`src/rtl/mgr_sync_barrier_if.sv`:
```
// Manager-side barrier handshake bundle: per-manager request, release pulse and ready mask.
interface mgr_sync_barrier_if #(
    parameter int unsigned NUM_MGR = 64
);
    logic [NUM_MGR-1:0] mgr__sys__allSynchronized;
    logic [NUM_MGR-1:0] sys__mgr__thisSynchronized;
    logic [NUM_MGR-1:0] sys__mgr__ready;

    modport master (
        output mgr__sys__allSynchronized,
        input  sys__mgr__thisSynchronized,
        input  sys__mgr__ready
    );

    modport slave (
        input  mgr__sys__allSynchronized,
        output sys__mgr__thisSynchronized,
        output sys__mgr__ready
    );
endinterface

```
`src/rtl/mgr_sync_barrier.sv`:
```
// Barrier sync controller: collects masked manager requests, releases them with a one-cycle pulse.
// Optional timeout monitor enabled by defining MGR_SYNC_TIMEOUT_EN.
module mgr_sync_barrier #(
    parameter int unsigned NUM_MGR   = 64,
    parameter int unsigned TIMEOUT_W = 16
) (
    input  logic                 clk,
    input  logic                 reset_poweron,
    mgr_sync_barrier_if.slave    mgr_if,
    input  logic [NUM_MGR-1:0]   sys__sync__enMask,
    output logic [15:0]          sync__sys__barrierCount,
    output logic                 sync__sys__idle,
    input  logic [TIMEOUT_W-1:0] sys__sync__timeoutLimit,
    input  logic                 sys__sync__clearErr,
    output logic                 sync__sys__timeout,
    output logic [NUM_MGR-1:0]   sync__sys__missing
);

    typedef enum logic [1:0] {StInit, StCollect, StRelease, StDrain} state_e;

    state_e             state_q, state_d;
    logic [NUM_MGR-1:0] mask_q, mask_d;
    logic [NUM_MGR-1:0] arrived_q, arrived_d;
    logic [NUM_MGR-1:0] dropped_q, dropped_d;
    logic [15:0]        count_q, count_d;
    logic [NUM_MGR-1:0] this_sync_q, this_sync_d;
    logic [NUM_MGR-1:0] ready_q, ready_d;
    logic               idle_q, idle_d;

    logic [NUM_MGR-1:0] req;
    logic [NUM_MGR-1:0] arrived_next;
    logic [NUM_MGR-1:0] dropped_next;

    assign req          = mgr_if.mgr__sys__allSynchronized;
    assign arrived_next = arrived_q | (req & mask_q);
    assign dropped_next = dropped_q | (~req & mask_q);

    always_comb begin
        state_d   = state_q;
        mask_d    = mask_q;
        arrived_d = arrived_q;
        dropped_d = dropped_q;
        count_d   = count_q;
        unique case (state_q)
            StInit: begin
                mask_d    = sys__sync__enMask;
                arrived_d = '0;
                dropped_d = '0;
                state_d   = StCollect;
            end
            StCollect: begin
                arrived_d = arrived_next;
                if ((mask_q != '0) && (&(arrived_next | ~mask_q))) begin
                    state_d = StRelease;
                end
            end
            StRelease: begin
                count_d   = count_q + 16'd1;
                dropped_d = ~req & mask_q;
                state_d   = StDrain;
            end
            StDrain: begin
                dropped_d = dropped_next;
                if (&(dropped_next | ~mask_q)) begin
                    mask_d = sys__sync__enMask;
                    // Keep an early re-request from a fast manager for the next barrier.
                    arrived_d = req & sys__sync__enMask;
                    state_d   = StCollect;
                end
            end
            default: state_d = StInit;
        endcase

        // Outputs are registered, so decode them from the next state.
        this_sync_d = (state_d == StRelease) ? mask_d : '0;
        ready_d     = (state_d != StInit) ? mask_d : '0;
        idle_d      = (state_d == StCollect) && ((arrived_d & mask_d) == '0);
    end

    always_ff @(posedge clk or negedge reset_poweron) begin
        if (!reset_poweron) begin
            state_q     <= StInit;
            mask_q      <= '0;
            arrived_q   <= '0;
            dropped_q   <= '0;
            count_q     <= '0;
            this_sync_q <= '0;
            ready_q     <= '0;
            idle_q      <= 1'b0;
        end else begin
            state_q     <= state_d;
            mask_q      <= mask_d;
            arrived_q   <= arrived_d;
            dropped_q   <= dropped_d;
            count_q     <= count_d;
            this_sync_q <= this_sync_d;
            ready_q     <= ready_d;
            idle_q      <= idle_d;
        end
    end

    assign mgr_if.sys__mgr__thisSynchronized = this_sync_q;
    assign mgr_if.sys__mgr__ready            = ready_q;
    assign sync__sys__barrierCount           = count_q;
    assign sync__sys__idle                   = idle_q;

`ifdef MGR_SYNC_TIMEOUT_EN
    logic [TIMEOUT_W-1:0] tmo_cnt_q, tmo_cnt_d;
    logic                 timeout_q, timeout_d;
    logic [NUM_MGR-1:0]   missing_q, missing_d;
    logic                 pending;
    logic                 limit_on;

    assign limit_on = (sys__sync__timeoutLimit != '0);
    // Partially arrived barrier that is not completing this cycle.
    assign pending  = (state_q == StCollect) && (state_d == StCollect) &&
                      ((arrived_d & mask_q) != '0);

    always_comb begin
        tmo_cnt_d = tmo_cnt_q;
        timeout_d = timeout_q;
        missing_d = missing_q;
        if (sys__sync__clearErr) begin
            timeout_d = 1'b0;
            missing_d = '0;
        end
        if (state_d != StCollect) begin
            tmo_cnt_d = '0;
        end else if (pending && !(limit_on && (tmo_cnt_q == sys__sync__timeoutLimit))) begin
            tmo_cnt_d = tmo_cnt_q + TIMEOUT_W'(1);
            // A new timeout overrides a simultaneous clear.
            if (limit_on && (tmo_cnt_d == sys__sync__timeoutLimit)) begin
                timeout_d = 1'b1;
                missing_d = mask_q & ~arrived_d;
            end
        end
    end

    always_ff @(posedge clk or negedge reset_poweron) begin
        if (!reset_poweron) begin
            tmo_cnt_q <= '0;
            timeout_q <= 1'b0;
            missing_q <= '0;
        end else begin
            tmo_cnt_q <= tmo_cnt_d;
            timeout_q <= timeout_d;
            missing_q <= missing_d;
        end
    end

    assign sync__sys__timeout = timeout_q;
    assign sync__sys__missing = missing_q;
`else
    logic unused_tmo_inputs;
    assign unused_tmo_inputs  = ^{sys__sync__timeoutLimit, sys__sync__clearErr};
    assign sync__sys__timeout = 1'b0;
    assign sync__sys__missing = '0;
`endif

endmodule

```
`src/flat_wrapper.sv`:
```
// flat-port wrapper written by rule: the top's interface ports become plain ports
module mgr_sync_barrier_flat 
#(
    parameter int unsigned NUM_MGR   = 64,
    parameter int unsigned TIMEOUT_W = 16
)
  (clk, reset_poweron, sys__sync__enMask, sync__sys__barrierCount, sync__sys__idle, sys__sync__timeoutLimit, sys__sync__clearErr, sync__sys__timeout, sync__sys__missing, mgr_if_mgr__sys__allSynchronized, mgr_if_sys__mgr__thisSynchronized, mgr_if_sys__mgr__ready);
  mgr_sync_barrier_if #(.NUM_MGR(NUM_MGR)) mgr_if_i ();
  input  logic clk;
  input  logic reset_poweron;
  input  logic [NUM_MGR-1:0] sys__sync__enMask;
  output logic [15:0] sync__sys__barrierCount;
  output logic sync__sys__idle;
  input  logic [TIMEOUT_W-1:0] sys__sync__timeoutLimit;
  input  logic sys__sync__clearErr;
  output logic sync__sys__timeout;
  output logic [NUM_MGR-1:0] sync__sys__missing;
  input wire logic [$bits(mgr_if_i.mgr__sys__allSynchronized)-1:0] mgr_if_mgr__sys__allSynchronized;
  output wire logic [$bits(mgr_if_i.sys__mgr__thisSynchronized)-1:0] mgr_if_sys__mgr__thisSynchronized;
  output wire logic [$bits(mgr_if_i.sys__mgr__ready)-1:0] mgr_if_sys__mgr__ready;
  assign mgr_if_i.mgr__sys__allSynchronized = mgr_if_mgr__sys__allSynchronized;
  assign mgr_if_sys__mgr__thisSynchronized = mgr_if_i.sys__mgr__thisSynchronized;
  assign mgr_if_sys__mgr__ready = mgr_if_i.sys__mgr__ready;
  mgr_sync_barrier #(.NUM_MGR(NUM_MGR), .TIMEOUT_W(TIMEOUT_W)) u_core (.clk(clk), .reset_poweron(reset_poweron), .mgr_if(mgr_if_i), .sys__sync__enMask(sys__sync__enMask), .sync__sys__barrierCount(sync__sys__barrierCount), .sync__sys__idle(sync__sys__idle), .sys__sync__timeoutLimit(sys__sync__timeoutLimit), .sys__sync__clearErr(sys__sync__clearErr), .sync__sys__timeout(sync__sys__timeout), .sync__sys__missing(sync__sys__missing));
endmodule
```
`config.mk`:
```
export PLATFORM = sky130hd
export DESIGN_NAME = mgr_sync_barrier_flat
export DESIGN_NICKNAME = d
export VERILOG_FILES = /design/src/rtl/mgr_sync_barrier_if.sv /design/src/rtl/mgr_sync_barrier.sv /design/src/flat_wrapper.sv
export SDC_FILE = /design/constraint.sdc
export NUM_CORES = 1
export LEC_CHECK = 0
export ABC_CLOCK_PERIOD_IN_PS = 3880
export BUFFER_PORTS_ARGS = -buffer_cell sky130_fd_sc_hd__buf_4
export CAP_MARGIN = 40
export CORE_MARGIN = 10
export CORE_UTILIZATION = 45
export CTS_CLUSTER_SIZE = 24
export DETAILED_ROUTE_END_ITERATION = 10
export PLACE_DENSITY = 0.72
export RECOVER_POWER = 25
export SLEW_MARGIN = 10
export SYNTH_ARGS = -nofsm -noshare
export SYNTH_HDL_FRONTEND = slang
export SYNTH_SLANG_ARGS = --single-unit
```
`constraint.sdc`:
```
create_clock -name clk -period 3.88 [get_ports clk]
set_input_delay 0.776 -clock clk [delete_from_list [all_inputs] [get_ports clk]]
set_output_delay 0.776 -clock clk [all_outputs]
set_load 0.005 [all_outputs]
```
==> results.json <==
{
  "outcome": "finished with violations",
  "failed_checks": "capacitance limit, slew limit",
  "ys.flop_type": "dfrtp_1",
  "r2r_setup_slack_ps": 10,
  "grt_usage_pct": 33.1,
  "fp.dieH_um": 214,
  "synth_edf_count": 0,
  "fin_crit_ps": 3870,
  "initial_core_util_pct": 45.9,
  "syn_inst": 1874,
  "grt_pass1_vias": 17400,
  "routabilityCongestion": 1.05,
  "worstPathRequired_ps": 4350,
  "regArea_mm2": 0.00848,
  "clock-sinks": 339,
  "ys_top_cells_by_area": "dfrtp_1, nor2_1, nand2_1",
  "layout.nets": 2521,
  "start_kind": "flop",
  "grt_antenna_before_repair": 3,
  "grt_pass1_wl_um": 112000,
  "fillers": 3138,
  "endpoint_kind": "flop",
  "fin_worst_skew_ps": 23.5,
  "hp-class": "flop to flop",
  "ir_drop_v": 0.000481,
  "antenna_left": 0,
  "yosysMostFrequentCell": "dfrtp_1",
  "synth_seq_area_share_pct": 50.2,
  "worstPathArrival_ps": 4340,
  "max_freq_mhz": 259,
  "setup_violations": 0,
  "die_w_um": 214,
  "wire_per_inst_um": 26.7,
  "dr_total_vias": 17700,
  "wirelength_um": 77400,
  "p_per_area_mw_per_mm2": 778,
  "h-tree-depth": 2,
  "cts_max_path_buffers": 3,
  "finalPower_w": 0.0176,
  "grt_max_degree": 98,
  "route.detailed.drc": 0,
  "synth.distinct_cells": 72,
  "yosysTopAreaCell": "dfrtp_1",
  "final_util_pct": 61.5,
  "maxSlewHeadroom_pct": -82.6,
  "crit_path_max_fanout": 9,
  "die_area_mm2": 0.0457,
  "cts_buffers": 40,
  "ios": 357,
  "crit_type": "flop to flop",
  "fin_crit_sh_pct": 99.6,
  "placement_rows": 70,
  "hold_viol_final": 0,
  "multi_input_area_mm2": 0.00744,
  "postCtsHoldBufs": 0,
  "overflow": 0,
  "layout-drive-gt1-share_pct": 28.4,
  "async_reset_ff_share_pct": 100,
  "synth_seq_cells": 339,
  "hpwl_um": 58500,
  "via_per_inst": 6.11,
  "synth_top_cell_area_share_pct": 50.2,
  "cts_tree": "done",
  "drv_cap": 1,
  "clk_latency_ps": 570,
  "dr.pass1.iters": 6,
  "drtIter0Drc": 2727,
  "dp.cells": 2829,
  "worst_slack_ps": 14.4,
  "tightest_slew_ps": 2740,
  "postSynthAreaPerCell_um2": 9.03,
  "slew_violations": 96,
  "synth.top_cells.by_count": "dfrtp_1, nor2_1, nand2_1",
  "port_buffers": 274,
  "root_buffer": "clkbuf_16",
  "stdcell_count": 2902,
  "core_mm2": 0.0369,
  "synth_area_mm2": 0.0169,
  "area_growth_syn_to_layout_pct": 34.0,
  "path_clk_slew_ps": 60,
  "rsz0062_at_grt": "no",
  "place_ws_ps": -570,
  "ys_warn_count": 0,
  "p_leak_nw": 11.0
}
cells by family after synthesis:
kind of cell             after synthesis  synth area share [%]
AO/OA/AOI/OAI                        502                  20.6
XOR/XNOR                              15                 0.777
adder cells (fa/ha/maj)                7                 0.518
buffers and inverters                257                  7.54
flip-flops                           339                  50.2
multiplexers                           3                 0.185
other                                  1                0.0222
AND/OR/NAND/NOR                      750                  20.2
cells in the final DEF, fill, tap and decap left out, types with 13 or more instances in the layout:
cell,count
a21boi_0,18
and2_1,24
nand4_1,16
o22ai_1,79
a31oi_1,47
nor4_1,36
inv_1,72
a21oi_1,49
nand3_1,36
buf_4,549
nand2_1,219
a311o_1,21
a22o_1,24
a41oi_1,15
conb_1,65
nor2_1,262
clkbuf_16,41
dfrtp_1,339
a22oi_1,15
nand2b_1,66
buf_12,13
o2111ai_1,19
o21ai_0,121
nor3_1,51
stage by stage:
step / hold WS [ps] / setup TNS [ps] / cell area (µm²)
after floorplan: 450 / 0 / 17200
after global placement: 464 / -536 / 21300
final: 483 / 0 / 22700
after detailed placement: 472 / -570 / 21300
after CTS: 311 / 0 / 22600
after global routing: 500 / 0 / 22700
cell type report:
| class | count | share of cell area [%] |
|---|---|---|
| clock inverter | 15 | 1.03 |
| inverter | 76 | 1.26 |
| sequential | 339 | 37.4 |
| timing repair buffer | 568 | 19.5 |
| antenna | 2 | 0.0221 |
| clock buffer | 56 | 5.13 |
| multi-input combinational | 1342 | 32.8 |
| tap | 504 | 2.78 |
worst max-delay path, stage by stage, from the launching register on:
cell,delay [ps]
dfrtp_1,360
nand2_1,80
o22ai_1,380
nor4_2,120
buf_4,160
and4_2,270
buf_4,200
a31o_1,340
buf_4,190
buf_4,170
nand3_1,100
a21boi_0,150
a2111oi_1,580
buf_4,210
nand4_1,70
buf_4,170
nor4_2,230
where the power goes:
group / internal (W) / total (W) / switching, W
clock network: 0.00249 / 0.00405 / 0.00157
registers: 0.00431 / 0.00487 / 0.000562
logic: 0.00338 / 0.00870 / 0.00532
total: 0.0102 / 0.0176 / 0.00745
layer usage:
layer	global-route usage [%]	share of wire, %	up-vias
met5	0	0.017	-
met3	7.64	12	290
met4	18.6	6.3	2
li1	-	-	7508
met1	42.4	37	8569
met2	50.9	45	1361
final timing paths:
check,startpoint,endpoint,cells after the start
max,u_core.mask_q[59],u_core.sync__sys__idle,16
min,u_core.dropped_q[18],u_core.dropped_q[18],2
max reg2reg,u_core.mask_q[59],u_core.sync__sys__idle,16
min reg2reg,u_core.dropped_q[18],u_core.dropped_q[18],2
max in group asynchronous,reset_poweron,u_core.arrived_q[8],2
min in group asynchronous,reset_poweron,u_core.mgr_if.sys__mgr__thisSynchronized[25],1
registers in the layout, indices dropped and copies added (netlist names):
| name | cells |
|---|---|
| u_core.state_q | 2 |
| u_core.sync__sys__idle | 1 |
| u_core.mgr_if.sys__mgr__thisSynchronized | 64 |
| u_core.sync__sys__barrierCount | 16 |
| u_core.arrived_q | 64 |
| u_core.mgr_if.sys__mgr__ready | 64 |
| u_core.dropped_q | 64 |
| u_core.mask_q | 64 |
timing repair:
| item | 4_1_cts | 5_1_grt |
|---|---|---|
| setup endpoints to repair | 1 | 1 |
| pin swaps | 0 | 1 |
| buffers inserted | 0 | 0 |
| resized for setup | 1 | 6 |
Note: power is estimated with default switching activity, not from simulation.
